[config.mk]
export PLATFORM = sky130hd
export DESIGN_NAME = binary_top
export DESIGN_NICKNAME = d
export VERILOG_FILES = /design/src/rtl/top_pkg.sv /design/src/rtl/mul3_detect.sv /design/src/rtl/binary_top.sv
export SDC_FILE = /design/constraint.sdc
export NUM_CORES = 1
export LEC_CHECK = 0
export ABC_AREA = 1
export CAP_MARGIN = 20
export CORE_UTILIZATION = 45
export DETAILED_ROUTE_END_ITERATION = 6
export PLACE_DENSITY = 0.77
export SLEW_MARGIN = 20
export SYNTH_ARGS = -nofsm -noshare
export SYNTH_HDL_FRONTEND = slang
export SYNTH_SLANG_ARGS = --single-unit
[constraint.sdc]
create_clock -name clk -period 1.5 [get_ports clk]
set_input_delay 0.225 -clock clk [delete_from_list [all_inputs] [get_ports clk]]
set_output_delay 0.225 -clock clk [all_outputs]
set_load 0.1 [all_outputs]
[src/rtl/top_pkg.sv]
// Shared types and constants for the binary_top multiple-of-3 classifier.
package top_pkg;
  localparam int CODE_W = 3;
  // bit i set => code i is a multiple of 3 (0, 3, 6)
  localparam logic [7:0] MUL3_MASK = 8'b0100_1001;
  typedef logic [CODE_W-1:0] code_t;
endpackage

[src/rtl/mul3_detect.sv]
// Combinational multiple-of-3 detector for a 3-bit code; a lookup into MUL3_MASK.
module mul3_detect
  import top_pkg::*;
(
  input  code_t code,
  output logic  f
);
  assign f = MUL3_MASK[code];
endmodule

[src/rtl/binary_top.sv]
// {A,B,C} multiple-of-3 classifier with registered code/decision, edge flag and hit counter.
// Optional per-code histogram counters when TOP_HIST_EN is defined.
module binary_top
  import top_pkg::*;
#(
  parameter int CNT_W = 8
) (
  input  logic             clk,
  input  logic             rst,
  input  logic             A,
  input  logic             B,
  input  logic             C,
  output logic             F,
  output logic             f_q,
  output code_t            code_q,
  output logic             f_edge,
  output logic [CNT_W-1:0] hit_cnt
`ifdef TOP_HIST_EN
  ,
  input  code_t            hist_sel,
  output logic [CNT_W-1:0] hist_cnt
`endif
);
  code_t code;
  assign code = {A, B, C};

  mul3_detect u_det (
    .code (code),
    .f    (F)
  );

  // f_q resets to 1 so the reset state agrees with F(000)
  always_ff @(posedge clk or posedge rst) begin
    if (rst) begin
      code_q  <= '0;
      f_q     <= 1'b1;
      f_edge  <= 1'b0;
      hit_cnt <= '0;
    end else begin
      code_q <= code;
      f_q    <= F;
      f_edge <= F ^ f_q;
      if (F && (hit_cnt != '1))
        hit_cnt <= hit_cnt + 1'b1;
    end
  end

`ifdef TOP_HIST_EN
  logic [7:0][CNT_W-1:0] hist_q;

  for (genvar i = 0; i < 8; i++) begin : g_hist
    always_ff @(posedge clk or posedge rst) begin
      if (rst)
        hist_q[i] <= '0;
      else if ((code == code_t'(i)) && (hist_q[i] != '1))
        hist_q[i] <= hist_q[i] + 1'b1;
    end
  end

  assign hist_cnt = hist_q[hist_sel];
`endif
endmodule

Word-level counts from Yosys, hierarchy flattened

Memory sizes are Yosys's and may differ from the RTL's.
Index checks and enable logic that the tools add are counted.

$lt $le $gt $ge: 1
Shifts and indexed selects: 0
Multiply operators: 0
Equality and inequality tests: 1
Muxes and demuxes: 1
Divide/modulo/power cells: 0
Reduce and logical (&&, ||, !) cells: 1
Add/subtract/negate cells: 1
Bitwise operators: 1

Operators with widths:

| kind                | number |
|---|---|
| $add 8x1->8 const B | 1 |
| $ne 8x8->1 const B  | 1 |
| $lt 3x4->1 const B  | 1 |
| $logic_and 1x1->1   | 1 |
| $mux 1              | 1 |
| $xor 1x1->1         | 1 |

Memory bits (read-only): 8
Bits in latches: 0
Memories: 1
Word-level logic and storage cells: 11
Memory bits (writable): 0
Register bits: 13
Input port bits: 5
Output and inout port bits: 14

Memory list:

| memory           | words | bits a word | read ports | clocked after Yosys merged registers in | write ports | RTL line         | source |
|---|---|---|---|---|---|---|---|
| (name not given) | 8     | 1           | 1          | 0                                       | 0           | mul3_detect.sv:8 | `assign f = MUL3_MASK[code];` |

Longest topological paths before layout

Depth after elaboration: 3
Gate-level depth with buffers: 9
Mapped depth without buffers: 9

Modules after synthesis

A second synthesis with hierarchy kept.

Cells, all modules: 77
Area, all modules: 636.9 um^2

By module, submodules not included:

| module      | instances | area an instance (um^2) | cells an instance | sequential area each (um^2) |
|---|---|---|---|---|
| binary_top  | 1         | 605.6                   | 71                | 326.6 |
| mul3_detect | 1         | 31.3                    | 6                 | 0.0 |

Worst setup path after synthesis

Ideal clock, no wire load.

Kind: register to register
Start point: register hit_cnt[0]
End point: register hit_cnt[4]
Data arrival time: 1860 ps
Data required time: 1380 ps
Clock period less this slack: 1980 ps
Buffers on the path: 0
Library setup time: 120 ps
Path slack: -480 ps
Stages on the path, launching flop included: 9
Cell sequence: dfrtp_1 ha_1 nand2_2 nor2_2 nand2_2 nand2_4 inv_4 nand2_1 nand2_1

Longest elaborated chain between the ends: 2
Elaborated cells on any way between the ends: 3
Those cells by class: 1 x add/sub; 1 x eq/ne; 1 x reduce/logical

RTL lines:

| element                                             | RTL line         | source |
|---|---|---|
| start: declaration                                  | binary_top.sv:17 | `output logic [CNT_W-1:0] hit_cnt` |
| start signal: assignment                            | binary_top.sv:44 | `hit_cnt <= hit_cnt + 1'b1;` |
| branches (longest 2 deep; another with $add 8x1->8) | n/a              |  |

Several ways; the timed one is not identified.
A chain may end at the register's enable or synchronous reset.

Worst setup path after layout

Start point: input port C
End point: output port F

Longest elaborated chain between the ends: 2

RTL lines:

| element                      | RTL line         | source |
|---|---|---|
| start: declaration           | binary_top.sv:12 | `input logic C,` |
| $mem_v2 8x1                  | n/a              |  |
| $mux 1 (not written as such) | mul3_detect.sv:8 |  |
| end: declaration             | binary_top.sv:13 | `output logic F,` |

No other way between the ends. The select of a mux whose other input is x is not followed.

==> metrics <==
slew margin rel. 0.669; Tightest Pin Transition 0.495 ns; initial drt markers 10; dpl hpwl 1130 µm; # fillers 82; number of global-route vias before repair 585; total clock buffers created by CTS 3; Yosys cell types 18; placed cell area 1060 µm²; critical path class primary input to output pin; worst r2r src hit_cnt[0]; worst-path maximum fanout 2; Worst setup SP type primary input; Via density 5.02; GP Congestion 0.790; DP Cell Count 116; DRC Markers 0; die area 1630 µm²; GRT Total Usage 0.240; Clock transition at path regs 0.07 ns; Clock Skew 0.00434 ns; final setup fails 0; Hold Vio Cnt, Final 0; largest net degree at the start of global routing 14; max_cap viols 0; share of layout cells above drive strength 1 0.377; CTS Buffer Depth 2; syn avg cell area 8.09 µm²; Total Wirelength 1490 µm; post-cts hold buffer count 0; DR WL/cell 12.3 µm; core area 1330 µm²; Layout Nets 114; initial antenna violation count 0; Final ANT Viol Nets 0; num rows 13; commonest non-fill, non-tap cell in the layout nand2_1; Cells after Synth 82; status complete, no violations; worst setup path startpoint C; min Tclk post-route 1.48 ns; TritonRoute pass-1 iters 4; Tcrit/Tclk final 0.985; Crit. End Element output pin; RSZ-0062 raised after global routing no; pins over their slew limit 0; register area share after synthesis 0.492; hold wc startpoint A; Worst Path Arrival 1.25 ns; Fmax 677 MHz; P per Cell Area 1760 nW/µm²; first-pass GRT wire length 2470 µm; clk_lat worst skew 0.28 ns; GRT overflow 0; H-tree Lvls 1; Layout area overhead 65.5%; Die X-Extent 40.4 µm; Hold Path Class primary input to register; Initial Utilization 0.497; clk sinks 13; Buffers on Ports 18; Cell Area, Synth 663 µm²; Vert. Die Dim 40.4 µm; count of non-filler cells in the finished layout 121; via count 608; IO Pins 19; syn nets 89; CTS root buffer clkbuf_4; Critical Path RT 1.27 ns; Yosys warnings 0; ANT cells 0; fin area 1100 µm²; Pleak 0.524 nW; most frequent cells in the layout nand2_1, buf_12, inv_1; worst vdd ir 1.31 mV; #FFs+latches synth 13; TritonCTS clock tree done
## registers in the layout, indices dropped and copies added, names as in the netlist
| name | count |
|---|---|
| f_q | 1 |
| hit_cnt | 8 |
| f_edge | 1 |
| code_q | 3 |
## path summary, 6_finish.rpt
check,end,cells after the start,slack (ns)
max,F,6,0.02
min,code_q[2],1,0.22
max reg2reg,hit_cnt[5],8,0.13
min reg2reg,f_edge,1,0.54
max in group asynchronous,hit_cnt[1],2,0.87
min in group asynchronous,hit_cnt[0],2,0.26
## per-stage QoR
| stage | setup WS [ns] | setup TNS [ns] | utilization | power [mW] | hold WS (ns) |
|---|---|---|---|---|---|
| final | 0.0225 | 0 | 0.823 | 1.93 | 0.218 |
| after global routing | 0.00185 | 0 | 0.823 | 2.02 | 0.226 |
| after detailed placement | -0.405 | -3.33 | 0.795 | 1.72 | 0.531 |
| after CTS | 0.0233 | 0 | 0.819 | 1.94 | 0.268 |
| after global placement | -0.386 | -3.11 | 0.795 | 1.69 | 0.526 |
| after floorplan | -0.0857 | -0.469 | - | 1.28 | 0.101 |
## Yosys cell counts, drive strengths merged
library cell	instances	area (µm²)
nand2	34	143
nand3	6	30.0
dfrtp	12	300
xor2	1	8.76
inv	14	55.1
o21ai	2	13.8
nor2	6	32.5
dfstp	1	26.3
ha	2	25.0
a21oi	1	5.00
nand4	1	6.26
xnor2	2	17.5
## final cells by class
type / count / area [µm²] / area share
clock buffers: 4 / 26.3 / 0.0239
inverters: 14 / 70.1 / 0.0639
multi-input cells: 55 / 304 / 0.277
flip-flops and latches: 13 / 342 / 0.311
well taps: 15 / 18.8 / 0.0171
repair buffers: 20 / 337 / 0.307
## repair_timing
| item | 4_1_cts | 5_1_grt |
|---|---|---|
| gates resized for setup | 3 | 2 |
| pin swaps | 1 | 0 |
| endpoints found under the setup margin | 8 | 2 |
| endpoints found under the hold margin | 0 | 0 |
| setup buffers | 1 | 0 |
## worst max-delay path, stage by stage
cell and delay, ns:
clkdlybuf4s15_1 0.34, inv_12 0.03, ha_4 0.27, inv_4 0.03
o21ai_4 0.16, buf_12 0.19
## routing by layer
layer,vias up,global-route usage,part of all wire
li1,298,-,-
met1,285,0.277,0.44
met2,18,0.385,0.48
met3,7,0.0500,0.027
met4,0,0.175,0.044
met5,-,0,0
## cell families (layout without fill, tap and decap cells)
| family | count (synthesis) | count (layout) | synth area share |
|---|---|---|---|
| AO/OA/AOI/OAI | 3 | 3 | 0.0283 |
| XOR/XNOR | 3 | 3 | 0.0396 |
| adder cells (fa/ha/maj) | 2 | 2 | 0.0377 |
| buffers and inverters | 14 | 38 | 0.0830 |
| flip-flops | 13 | 13 | 0.492 |
| AND/OR/NAND/NOR | 47 | 47 | 0.319 |
## power by group
group          internal, mW  switching (mW)
Combinational         0.393           0.720
Sequential            0.448           0.151
Clock                 0.103           0.116
Total                 0.944           0.987
Note: power is estimated with default switching activity, not from simulation.
